<file path="src/rtl/uart_rx_sampler.sv">
// UART receiver: 2-flop rx synchroniser, centre sampling of start/data/parity/stop,
// and a single-entry output register behind a valid/ready handshake with error flags.
module uart_rx_sampler #(
  parameter int unsigned D_WIDTH      = 8,
  parameter int unsigned PARITY_EN    = 1,
  parameter int unsigned PARITY_O_1   = 0,
  parameter int unsigned CLK_FREQ_MHZ = 50
) (
  input  logic               clk,
  input  logic               rst,
  input  logic               rx,
  output logic [D_WIDTH-1:0] data_out,
  output logic               data_valid,
  input  logic               data_ready,
  output logic               parity_err,
  output logic               frame_err,
  output logic               overrun,
  output logic               busy
);

  localparam int unsigned BIT_CLKS = CLK_FREQ_MHZ;
  localparam int unsigned HALF     = BIT_CLKS / 2;
  localparam int unsigned CW       = $clog2(BIT_CLKS);
  localparam int unsigned BW       = $clog2(D_WIDTH);

  typedef enum logic [2:0] {
    S_IDLE, S_START, S_DATA, S_PARITY, S_STOP, S_WAIT_IDLE
  } state_t;

  state_t             state_q, state_d;
  logic               sync1_q, rx_s_q, rx_prev_q;
  logic [CW-1:0]      cnt_q, cnt_d;
  logic [BW-1:0]      bitn_q, bitn_d;
  logic [D_WIDTH-1:0] shift_q, shift_d;
  logic               perr_q, perr_d;
  logic [D_WIDTH-1:0] dout_q, dout_d;
  logic               valid_q, valid_d;
  logic               perr_out_q, perr_out_d;
  logic               ferr_q, ferr_d;
  logic               ovr_q, ovr_d;
  logic               stop_sample;
  logic               bit_end, half_end;

  assign bit_end  = (cnt_q == CW'(BIT_CLKS - 1));
  assign half_end = (cnt_q == CW'(HALF - 1));

  always_comb begin
    state_d     = state_q;
    cnt_d       = cnt_q + 1'b1;
    bitn_d      = bitn_q;
    shift_d     = shift_q;
    perr_d      = perr_q;
    dout_d      = dout_q;
    valid_d     = valid_q;
    perr_out_d  = perr_out_q;
    ferr_d      = ferr_q;
    ovr_d       = ovr_q;
    stop_sample = 1'b0;

    case (state_q)
      S_IDLE: begin
        cnt_d = '0;
        if (rx_prev_q && !rx_s_q) state_d = S_START;
      end
      S_START: begin
        if (half_end) begin
          cnt_d = '0;
          if (rx_s_q) begin
            state_d = S_IDLE;
          end else begin
            state_d = S_DATA;
            bitn_d  = '0;
            perr_d  = 1'b0;
          end
        end
      end
      S_DATA: begin
        if (bit_end) begin
          cnt_d   = '0;
          shift_d = {rx_s_q, shift_q[D_WIDTH-1:1]};
          bitn_d  = bitn_q + 1'b1;
          if (bitn_q == BW'(D_WIDTH - 1))
            state_d = (PARITY_EN != 0) ? S_PARITY : S_STOP;
        end
      end
      S_PARITY: begin
        if (bit_end) begin
          cnt_d   = '0;
          perr_d  = rx_s_q ^ (^shift_q) ^ (PARITY_O_1 != 0);
          state_d = S_STOP;
        end
      end
      S_STOP: begin
        if (bit_end) begin
          cnt_d       = '0;
          stop_sample = 1'b1;
          state_d     = rx_s_q ? S_IDLE : S_WAIT_IDLE;
        end
      end
      S_WAIT_IDLE: begin
        cnt_d = '0;
        if (rx_s_q) state_d = S_IDLE;
      end
      default: begin
        cnt_d   = '0;
        state_d = S_IDLE;
      end
    endcase

    // Handshake is applied first so a same-cycle load wins over the valid drop.
    if (valid_q && data_ready) begin
      valid_d = 1'b0;
      ovr_d   = 1'b0;
    end
    if (stop_sample) begin
      if (!valid_q || data_ready) begin
        dout_d     = shift_q;
        perr_out_d = perr_q;
        ferr_d     = !rx_s_q;
        valid_d    = 1'b1;
      end else begin
        ovr_d = 1'b1;
      end
    end
  end

  always_ff @(posedge clk) begin
    if (rst) begin
      sync1_q    <= 1'b1;
      rx_s_q     <= 1'b1;
      rx_prev_q  <= 1'b1;
      state_q    <= S_IDLE;
      cnt_q      <= '0;
      bitn_q     <= '0;
      shift_q    <= '0;
      perr_q     <= 1'b0;
      dout_q     <= '0;
      valid_q    <= 1'b0;
      perr_out_q <= 1'b0;
      ferr_q     <= 1'b0;
      ovr_q      <= 1'b0;
    end else begin
      sync1_q    <= rx;
      rx_s_q     <= sync1_q;
      rx_prev_q  <= rx_s_q;
      state_q    <= state_d;
      cnt_q      <= cnt_d;
      bitn_q     <= bitn_d;
      shift_q    <= shift_d;
      perr_q     <= perr_d;
      dout_q     <= dout_d;
      valid_q    <= valid_d;
      perr_out_q <= perr_out_d;
      ferr_q     <= ferr_d;
      ovr_q      <= ovr_d;
    end
  end

  assign data_out   = dout_q;
  assign data_valid = valid_q;
  assign parity_err = perr_out_q;
  assign frame_err  = ferr_q;
  assign overrun    = ovr_q;
  assign busy       = (state_q != S_IDLE);

endmodule

</file>
<file path="config.mk">
export PLATFORM = sky130hd
export DESIGN_NAME = uart_rx_sampler
export DESIGN_NICKNAME = d
export VERILOG_FILES = /design/src/rtl/uart_rx_sampler.sv
export SDC_FILE = /design/constraint.sdc
export NUM_CORES = 1
export LEC_CHECK = 0
export ABC_AREA = 1
export CORE_ASPECT_RATIO = 1.4
export CORE_MARGIN = 2
export CORE_UTILIZATION = 50
export DETAILED_ROUTE_END_ITERATION = 12
export GPL_ROUTABILITY_DRIVEN = 0
export PLACE_DENSITY = 0.76
export SLEW_MARGIN = 30
export SYNTH_ARGS = -nofsm -noshare
export SYNTH_HDL_FRONTEND = slang
export SYNTH_SLANG_ARGS = --single-unit
</file>
<file path="constraint.sdc">
create_clock -name clk -period 1.75 [get_ports clk]
set_input_delay 0.35 -clock clk [delete_from_list [all_inputs] [get_ports clk]]
set_output_delay 0.35 -clock clk [all_outputs]
set_load 0.01 [all_outputs]
</file>
## Yosys cells after proc, flatten, opt, wreduce, memory -nomap -nowiden

Index checks and enable logic that the tools add are counted.

- Add/subtract/negate cells: 2
- Eq/ne operators: 16
- Mux-type cells: 29
- Bitwise gates (word level): 1
- Reduce and logical (&&, ||, !) cells: 16

Operator list:

| operator | number |
|---|---|
| $mux 3 | 11 |
| $pmux 3 s6 | 1 |
| $ne 2x2->1 const B | 8 |
| $mux 6 | 2 |
| $pmux 6 s2 | 1 |
| $mux 1 | 11 |
| $eq 3x3->1 const B | 3 |
| $reduce_and 4->1 | 2 |
| $reduce_xor 8->1 | 1 |
| $reduce_and 7->1 | 1 |
| $add 6x1->6 const B | 1 |
| $eq 3x2->1 const B | 2 |
| $eq 6x5->1 const B | 1 |
| $eq 6x6->1 const B | 1 |
| $pmux 3 s2 | 1 |
| $reduce_and 2->1 | 2 |
| $reduce_bool 2->1 | 2 |
| $add 3x1->3 const B | 1 |
| $eq 3x1->1 const B | 1 |
| $logic_not 3->1 | 1 |
| $reduce_bool 3->1 | 1 |
| $reduce_or 3->1 | 1 |
| $logic_and 1x1->1 | 2 |
| $logic_not 1->1 | 2 |
| other kinds (4) | 4 |

- Register bits: 36
- Input bits: 4
- Output and inout port bits: 13

## Longest topological paths before layout

Gate-level depths: netlist of the first run.

- Depth after elaboration: 4
- Mapped depth: 11
- Depth with buffers taken out: 11

## Worst setup path before layout of the first run

No wires, ideal clock.

- Path kind: flip-flop to flip-flop
- Start point: register cnt_q[0]
- End point: register state_q[2]
- Library setup time: 0.068 ns
- Arrival: 1.290 ns
- Data required time: 1.682 ns
- Path slack: 0.391 ns
- Cell stages (with the launch flop): 10
- Cell sequence: dfxtp_1 -> ha_1 -> nand2_1 -> inv_1 -> nand3_2 -> inv_2 -> a21oi_1 -> nor2_2 -> nand3_1 -> a21oi_2

- Cells in the longest elaborated chain, start to end: 3

Ends and longest elaborated chain:

| item | line | RTL |
|---|---|---|
| start, declared | 32 | `logic [CW-1:0] cnt_q, cnt_d;` |
| start signal, assigned | 147 | `cnt_q <= cnt_d;` |
| $eq 6x5->1 / $eq 6x6->1 (equally long branches) | 45, 44 |  |
| $ne 2x2->1 (no line) | -- |  |
| $reduce_and 7->1 (no line) (*) | -- |  |
| end signal, assigned | 146 | `state_q <= state_d;` |
| end, declared | 30 | `state_t state_q, state_d;` |

Every way passes the cells marked *; elsewhere a longest branch is shown, timed or not.
A chain may end at the register's enable or synchronous reset.

## Final worst setup path of the first run

Same ends and word-level chain as after synthesis.

==> results of run 1 <==
[power breakdown]
group / switching, mW / internal (mW) / total, mW
combinational: 0.110 / 0.0737 / 0.184
sequential: 0.0182 / 0.832 / 0.850
clock: 0.308 / 0.421 / 0.729
[routing by layer]
metal,wire [um],global-route usage
met1,1520,0.206
met2,1790,0.329
met3,92,0.0522
met4,101,0.103
met5,0,0
[placed cells by master, fill, tap and decap left out, types with 10 or more instances in the layout]
cell type and n:
dfxtp_1 33, nand2_1 72, o21ai_0 10, a21oi_1 22, nor2_1 12, nand3_1 26, inv_1 29, clkdlybuf4s50_1 15
[metrics by stage]
step / utilization / std cells / setup slack [ns] / cell area (sq um) / power [mW]
global route: 0.626 / 313 / -0.00223 / 2110 / 1.83
detailed placement: 0.589 / 305 / 0.203 / 1990 / 1.06
finish: 0.626 / 313 / 0.158 / 2110 / 1.76
floorplan: - / 250 / 0.391 / 1770 / 1.00
CTS: 0.623 / 313 / 0.0185 / 2100 / 1.78
global placement: 0.589 / 305 / 0.216 / 1990 / 1.05
[registers in the layout, summed over array words and instances, names as in the netlist, 3 cells and up]
signal    cells
state_q       3
bitn_q        3
cnt_q         6
shift_q       8
data_out      8
[timing repair]
item	CTS	global route
gates resized for setup	3	3
setup endpoints to repair	1	2
hold endpoints to repair	0	0
[cells by family after synthesis]
group                      share of synthesized area
and+or+nand+nor                                0.317
AOI/OAI and AO/OA                              0.138
buffers and inverters                         0.0889
DFF                                            0.406
adders and majority gates                     0.0353
xor gates and xnor gates                      0.0148
[path summary, 6_finish.rpt]
kind / start / endpoint / slack (ns) / cells after the start
worst max register to register: cnt_q[0]$_SDFF_PP0_ / state_q[2]$_SDFFE_PP0P_ / 0.16 / 9
worst min register to register: sync1_q$_SDFF_PP1_ / rx_s_q$_SDFF_PP1_ / 0.43 / 1
worst max-delay path: cnt_q[0]$_SDFF_PP0_ / state_q[2]$_SDFFE_PP0P_ / 0.16 / 9
worst min-delay path: sync1_q$_SDFF_PP1_ / rx_s_q$_SDFF_PP1_ / 0.43 / 1
[cell type report]
cell class	instances	area share
inverter	33	0.0586
multi-input combinational	175	0.426
timing repair buffer	21	0.0947
clock buffer	5	0.0326
tap	40	0.0237
sequential	36	0.344
clock inverter	3	0.0201
==> qor.csv, run 1 <==
stage,metric,value,unit
outcome,status,finished clean,
finish,P&R area growth vs syn,19.1,%
timing,Fin Hold WS,0.431,ns
min_path,Worst Hold Class,flip-flop to flip-flop,
synth,number of warning messages in the yosys log,0,
die,row cnt,25,
worst_setup_path,CP max stage delay,0.40,ns
grt,first-pass GRT wire length,5640,um
synth,sequential fraction of the synthesis area,0.406,
drt,drt first-iter violations,16,
grt,gr usage total,0.191,
worst_setup_path,cell chain of the critical path,ha_1 > nand2_1 > inv_1 > nand3_2 > inv_2 > a21oi_1 > nor2_2 > nand3_1 > a21oi_2,
finish,filler cell count,307,
drt,post-route ant nets,0,
worst_setup_path,crit start category,flip-flop,
synth,Yosys top cell by area,dfxtp_1,
timing,Achievable Freq,0.628,GHz
die,Die W,54.3,um
cts,CTS tree,yes,
die,die area,4050,sq um
cts,clock tree sinks,36,
synth,"Primary FF master, synth",dfxtp_1,
die,Starting Density,0.525,
synth,post-synth cell types,28,
timing,Max Slew Vio Count,0,
synth,Post-synth EDFFs,0,
worst_setup_path,"delay-heaviest family, CP",simple AND/OR/NAND/NOR gates,
grt,initial antenna violation count,0,
finish,share of layout cells above drive strength 1,0.150,
synth,Mapped Cells,250,
grt,vias in the first global route,1360,
timing,Worst Skew,0.00906,ns
cts,clk buf depth,2,
timing,relative slew slack,0.748,
cts,Root Driver,clkbuf_8,
synth,ys async rst share,0,
finish,FF/Latch Area,727,sq um
finish,n_diodes,0,
cts,clock-pin slew on the worst setup and hold paths,0.08,ns
worst_setup_path,Worst EP required,1.98,ns
synth,most instantiated library cell after synthesis,nand2_1,
place,Port Buffer Count,16,
drt,DRT Wirelength,3510,um
die,Core ar.,3380,sq um
timing,fin crit period,1.59,ns
place,DP Wirelength,2550,um
worst_setup_path,"Arr. time, crit path",1.82,ns
worst_setup_path,CP Buf/Inv Count,2,
drt,via/cell ratio,5.09,
synth,Synth top cells by count,"nand2_1 (72), dfxtp_1 (36), inv_1 (29)",
die,num ports,17,
worst_setup_path,classification of the worst setup path,flip-flop to flip-flop,
timing,Final setup viols,0,
synth,synthesized area,1770,sq um
timing,Fin Setup TNS,0,ns
cts,total CTS buffers,5,
synth,Avg Inst Size Synth,7.10,sq um
synth,Synth Register Bits,36,
drt,vias,1594,
drt,first drt pass iteration count,4,
worst_setup_path,CP max FO,5,
grt,largest net degree at the start of global routing,20,
worst_setup_path,CP endpoint kind,flip-flop,
cts,Skew-Pair Late Insertion Delay,0.29,ns
run,Max-Cap Viols,0,
synth,Synth top area share,0.406,
finish,area of the multi-input gates,901,sq um
synth,Synth Net Count,259,
grt,total grt overflow,0,
drt,# DRC,0,
drt,WL per Instance,11.2,um
cts,post-CTS setup buffer count,0,
power_and_ir_drop,LEAKAGE,0.884,nW
timing,worst-margin pin slew,0.377,ns
synth,synth top area cells,"dfxtp_1 (41%), nand2_1 (15%), nand3_1 (7.3%)",
cts,hold buffers post-CTS,0,
power_and_ir_drop,PwrDens,835,nW/um^2
finish,Nets,281,
timing,"Hold Vio Cnt, Final",0,
worst_setup_path,CP max stage cell,dfxtp_1,
timing,period utilisation layout,0.910,
cts,H-tree depth,2,
power_and_ir_drop,Peak VDD IR,0.000778,V
die,Die Y-Extent,74.5,um
No activity file was read; power rests on OpenSTA's default activity.
==> inputs of run 2 (changes only) <==
- CORE_ASPECT_RATIO: 1.4 -> 2
- REMOVE_ABC_BUFFERS: not set -> 1
==> run 2 against run 1 <==
Wire length increased by 8.3%; cell area decreased by 0.30%; flip-flop and latch count unchanged; critical path depth decreased by 6; power increased by 0.88%; sequential share of layout area increased by 0.16 points; maximum frequency decreased by 6.7%; sequential power about the same; largest power group unchanged; hold slack got worse by 0.015 ns; register-to-register slack improved by 0.04 ns.
==> qor.csv, run 2 (synthesized netlist as in run 1, its figures left out) <==
stage,metric,value,unit,change
finish,share of layout cells above drive strength 1,0.161,,+0.0104
outcome,status,finished clean,,
cts,CTS tree,yes,,
worst_setup_path,CP Buf/Inv Count,2,,unchanged
timing,RSZ-0062 raised after global routing,no,,
run,Max-Cap Viols,0,,unchanged
worst_setup_path,"delay-heaviest family, CP",buffers and inverters,,
place,dpl cells,298,,-2.3%
die,Die W,46.1,um,-15%
drt,via/cell ratio,5.28,,+3.7%
worst_setup_path,FF-to-FF End,overrun$_SDFF_PP0_,,
grt,initial antenna violation count,0,,unchanged
cts,hold buffers post-CTS,0,,unchanged
grt,largest net degree at the start of global routing,20,,unchanged
worst_setup_path,CP max FO,6,,+1
timing,relative slew slack,0.726,,-0.0219
cts,Root Driver,clkbuf_8,,
min_path,worst hold path depth,1,,unchanged
grt,first-pass GRT wire length,6490,um,+15%
worst_setup_path,crit start category,flip-flop,,
timing,Fin Setup TNS,0,ns,unchanged
cts,clk buf depth,2,,unchanged
power_and_ir_drop,PwrDens,844,nW/um^2,+1.2%
finish,"most common cell after layout, fill and taps aside",nand2_1,,
grt,total grt overflow,0,,unchanged
cts,total CTS buffers,5,,unchanged
worst_setup_path,"Arr. time, crit path",1.36,ns,-0.46 ns
worst_setup_path,Worst EP required,1.40,ns,-0.58 ns
worst_setup_path,R2R depth,9,,unchanged
die,die area,4070,sq um,+0.54%
finish,Nets,282,,+0.36%
cts,H-tree depth,2,,unchanged
cts,clock-pin slew on the worst setup and hold paths,0.08,ns,about the same
timing,"Hold Vio Cnt, Final",0,,unchanged
place,placed cell area,1990,sq um,-0.13%
drt,# DRC,0,,unchanged
timing,Final setup viols,0,,unchanged
finish,Final Cell Area,2110,sq um,-0.30%
timing,Achievable Freq,0.586,GHz,-6.7%
power_and_ir_drop,Peak VDD IR,0.000891,V,+14%
timing,fin crit period,1.71,ns,+0.115 ns
die,Starting Density,0.525,,unchanged
min_path,hold path endpoint,rx_s_q$_SDFF_PP1_,,
finish,n_diodes,0,,unchanged
worst_setup_path,CP endpoint kind,primary output,,
timing,worst-margin pin slew,0.410,ns,+0.0327 ns
cts,Skew-Pair Late Insertion Delay,0.29,ns,about the same
min_path,Worst Hold Class,flip-flop to flip-flop,,
place,Port Buffer Count,16,,unchanged
worst_setup_path,reg2reg start,cnt_q[1]$_SDFF_PP0_,,
worst_setup_path,CP max stage delay,0.52,ns,+0.12 ns
drt,DRT Wirelength,3800,um,+8.3%
timing,Worst Skew,0.00895,ns,-0.000118 ns
worst_setup_path,cell chain of the critical path,inv_1 > nand2_1 > clkdlybuf4s50_1,,
place,DP Wirelength,2810,um,+10%
finish,Non-Filler Instances,306,,-2.2%
drt,vias,1616,,+1.4%
die,num ports,17,,unchanged
cts,clock tree sinks,36,,unchanged
timing,period utilisation layout,0.976,,+0.0657
die,row cnt,30,,+20%
min_path,beginning of the worst hold path,sync1_q$_SDFF_PP1_,,
timing,Fin Hold WS,0.416,ns,-0.0154 ns
power_and_ir_drop,LEAKAGE,0.874,nW,-1.1%
drt,drt first-iter violations,27,,+11
timing,Max Slew Vio Count,0,,unchanged
grt,vias in the first global route,1508,,+11%
drt,WL per Instance,12.4,um,+11%
drt,first drt pass iteration count,6,,+2
finish,P&R area growth vs syn,18.8,%,
drt,post-route ant nets,0,,unchanged
worst_setup_path,flop-to-flop setup slack,0.20,ns,+0.04 ns
power_and_ir_drop,total power,1.78,mW,+0.88%
die,Core ar.,3380,sq um,unchanged
grt,gr usage total,0.217,,+0.0254
finish,most frequent cells in the layout,"nand2_1 (71), dfxtp_1 (32), inv_1 (29)",,
worst_setup_path,CP max stage cell,clkdlybuf4s50_1,,
die,Die Y-Extent,88.2,um,+18%
worst_setup_path,classification of the worst setup path,flip-flop to primary output,,
run 2: layer usage:
metal / track usage / vias up / wire length, um
met1: 0.233 / 750 / 1440
met3: 0.0388 / 7 / 73
met4: 0.0883 / 0 / 67
met5: 0 / - / 0
met2: 0.393 / 19 / 2210
li1: - / 840 / -
run 2: worst max-delay path by stage:
stage,from,end,depth (start not counted)
6_report,state_q[2]$_SDFFE_PP0P_,busy,3
5_1_grt,state_q[0]$_SDFFE_PP0P_,busy,3
4_1_cts,state_q[2]$_SDFFE_PP0P_,busy,3
3_5_place_dp,cnt_q[0]$_SDFF_PP0_,data_out[1]$_SDFFE_PP0P_,8
3_3_place_gp,cnt_q[0]$_SDFF_PP0_,data_out[2]$_SDFFE_PP0P_,8
2_1_floorplan,cnt_q[0]$_SDFF_PP0_,data_out[0]$_SDFFE_PP0P_,8
run 2: final cells by class:
class                   count  area (sq um)
well taps                  32          40.0
fillers                   316          1270
repair buffers             22           205
multi-input cells         175           898
flip-flops and latches     36           728
clock inverters             3          42.5
clock buffers               5          68.8
inverters                  33           124
run 2: power breakdown:
group | total, mW | internal (mW) | switching (mW) | leakage, nW
logic | 0.189 | 0.0757 | 0.113 | 0.527
registers | 0.853 | 0.833 | 0.0199 | 0.293
clock network | 0.738 | 0.422 | 0.316 | 0.0541
total | 1.78 | 1.33 | 0.449 | 0.874
run 2: timing repair:
action                                  in CTS  in global routing
gates resized for setup                      3                  3
hold endpoints to repair                     0                  0
setup buffers                                0                  0
pin swaps                                    0                  1
endpoints found under the setup margin       1                  8
run 2: metrics by stage:
stage,setup slack [ns],util
2_1_floorplan,0.203,-
3_3_place_gp,0.217,0.588
3_5_place_dp,0.183,0.588
4_1_cts,0.0212,0.622
5_1_grt,0.00196,0.624
6_report,0.0426,0.624
==> inputs of run 3 (changes only) <==
- clock period: 1.75 -> 2.1 ns (I/O delays scaled with it)
==> run 3 against run 2 <==
Non-clock buffer count decreased by 3; core utilization decreased by 1.5 points; first-iteration DRC count increased by 56%; die area unchanged; register-to-register slack improved by 0.30 ns; cell area decreased by 2.4%; combinational power decreased by 20%; critical endpoint unchanged; largest cell class unchanged; highest routed layer unchanged.
==> qor.csv, run 3 (synthesized netlist as in run 1, its figures left out) <==
stage,metric,value,unit,change
cts,clock-pin slew on the worst setup and hold paths,0.07,ns,about the same
timing,fin crit period,1.85,ns,
worst_setup_path,classification of the worst setup path,flip-flop to primary output,,
die,row cnt,30,,unchanged
min_path,worst hold path depth,1,,unchanged
drt,drt first-iter violations,42,,+56%
drt,Max Used Layer,met4,,
cts,Skew-Pair Late Insertion Delay,0.29,ns,about the same
timing,Final setup viols,0,,unchanged
timing,Worst Skew,0.00690,ns,-0.00205 ns
grt,initial antenna violation count,0,,unchanged
finish,area of the multi-input gates,896,sq um,-0.28%
outcome,status,finished clean,,
run,Max-Cap Viols,0,,unchanged
cts,clock tree sinks,36,,unchanged
worst_setup_path,crit start category,flip-flop,,
place,Port Buffer Count,16,,unchanged
timing,RSZ-0062 raised after global routing,no,,
timing,period utilisation layout,0.880,,
timing,Fin Setup TNS,0,ns,unchanged
finish,n_diodes,0,,unchanged
power_and_ir_drop,LEAKAGE,0.847,nW,-3.1%
power_and_ir_drop,Net Switching,0.354,mW,-21%
die,Die W,46.1,um,unchanged
drt,vias,1571,,-2.8%
drt,post-route ant nets,0,,unchanged
finish,share of layout cells above drive strength 1,0.129,,-0.0314
cts,H-tree depth,2,,unchanged
drt,WL per Instance,11.9,um,-3.9%
finish,"most common cell after layout, fill and taps aside",nand2_1,,
timing,relative slew slack,0.724,,-0.00229
place,placed cell area,1960,sq um,-1.1%
finish,FF/Latch Area,721,sq um,-1.0%
die,die area,4070,sq um,unchanged
finish,P&R area growth vs syn,15.9,%,
cts,Root Driver,clkbuf_8,,
grt,first-pass GRT wire length,5970,um,-8.0%
power_and_ir_drop,Clk network pwr share,0.375,,-0.040
power_and_ir_drop,Switching Fraction,0.257,,+0.00503
die,num ports,17,,unchanged
timing,worst-margin pin slew,0.414,ns,+0.00343 ns
timing,Achievable Freq,0.541,GHz,
finish,Nets,279,,-1.1%
timing,"Hold Vio Cnt, Final",0,,unchanged
power_and_ir_drop,PwrDens,668,nW/um^2,-21%
drt,met3 WL,120,um,+64%
cts,hold buffers post-CTS,0,,unchanged
cts,post-CTS setup buffer count,0,,unchanged
timing,Fin Hold WS,0.413,ns,-0.00269 ns
finish,filler cell count,318,,+0.63%
grt,total grt overflow,0,,unchanged
power_and_ir_drop,Gate power share,0.110,,+0.004
worst_setup_path,R2R depth,8,,-1
finish,Final Cell Area,2060,sq um,-2.4%
cts,clk buf depth,2,,unchanged
drt,first drt pass iteration count,5,,-1
power_and_ir_drop,internal power,1.02,mW,-23%
cts,Post-CTS Resized,0,,-3
die,Starting Density,0.525,,unchanged
grt,gr usage total,0.203,,-0.0136
drt,WL met2,2070,um,-6.3%
drt,Metal-1 WL,1320,um,-8.5%
worst_setup_path,CP endpoint kind,primary output,,
cts,total CTS buffers,5,,unchanged
die,Core ar.,3380,sq um,unchanged
power_and_ir_drop,total power,1.37,mW,-23%
drt,via/cell ratio,5.18,,-1.8%
worst_setup_path,CP max FO,6,,unchanged
power_and_ir_drop,Peak VDD IR,0.000628,V,-29%
place,DP Wirelength,2670,um,-5.0%
min_path,Worst Hold Class,flip-flop to flip-flop,,
drt,# DRC,0,,unchanged
timing,Max Slew Vio Count,0,,unchanged
grt,largest net degree at the start of global routing,21,,+5.0%
power_and_ir_drop,Flop pwr share,0.516,,+0.037
worst_setup_path,"Arr. time, crit path",1.43,ns,+0.07 ns
worst_setup_path,Worst EP required,1.68,ns,+0.28 ns
finish,most frequent cells in the layout,"nand2_1 (72), dfxtp_1 (36), inv_1 (29)",,
cts,CTS tree,yes,,
grt,vias in the first global route,1464,,-2.9%
die,Die Y-Extent,88.2,um,unchanged
drt,DRT Wirelength,3610,um,-4.8%
run 3: cell count changes in the layout (fill, tap and decap cells not counted):
| cell | delta |
|---|---|
| buf_4 | -3 |
| bufinv_16 | -1 |
| clkbuf_1 | +1 |
| clkbuf_8 | +1 |
| clkinv_2 | -1 |
| dfxtp_1 | +4 |
| dfxtp_2 | -3 |
| dfxtp_4 | -1 |
| nand2_1 | +1 |
| nand2_2 | -1 |
run 3: cell type report:
class | instances | share of cell area
Clock buffer | 7 | 0.0420
Clock inverter | 1 | 0.00365
Inverter | 33 | 0.0602
Multi-Input combinational cell | 175 | 0.436
Sequential cell | 36 | 0.350
Tap cell | 32 | 0.0195
Timing Repair Buffer | 19 | 0.0888
run 3: worst max-delay path, stage by stage, from the launching register on:
cell	delay (ns)
dfxtp_1	0.42
inv_1	0.12
nand2_1	0.08
clkdlybuf4s50_1	0.52
run 3: final timing paths:
kind	from	end	slack, ns
worst max-delay path	state_q[2]$_SDFFE_PP0P_	busy	0.25
worst min-delay path	sync1_q$_SDFF_PP1_	rx_s_q$_SDFF_PP1_	0.41
worst max register to register	cnt_q[0]$_SDFF_PP0_	data_out[5]$_SDFFE_PP0P_	0.50
worst min register to register	sync1_q$_SDFF_PP1_	rx_s_q$_SDFF_PP1_	0.41
run 3: power groups by stage:
stage                     Clock, mW  Combinational [mW]  Sequential, mW
final                         0.515               0.151           0.708
after detailed placement          0               0.151           0.725
after floorplan                   0               0.108           0.721
after global placement            0               0.150           0.724
after global routing          0.553               0.166           0.711
after CTS                     0.527               0.152           0.709
run 3: metal layers:
layer,track usage,vias up
li1,-,835
met4,0.112,0
met2,0.381,26
met1,0.186,701
met5,0,-
met3,0.0429,9
run 3: metrics by stage:
step	cells	util	setup WS (ns)
after global routing	303	0.609	0.162
after global placement	295	0.581	0.513
after detailed placement	295	0.581	0.488
final	303	0.609	0.253
after CTS	303	0.609	0.248
after floorplan	244	-	0.553
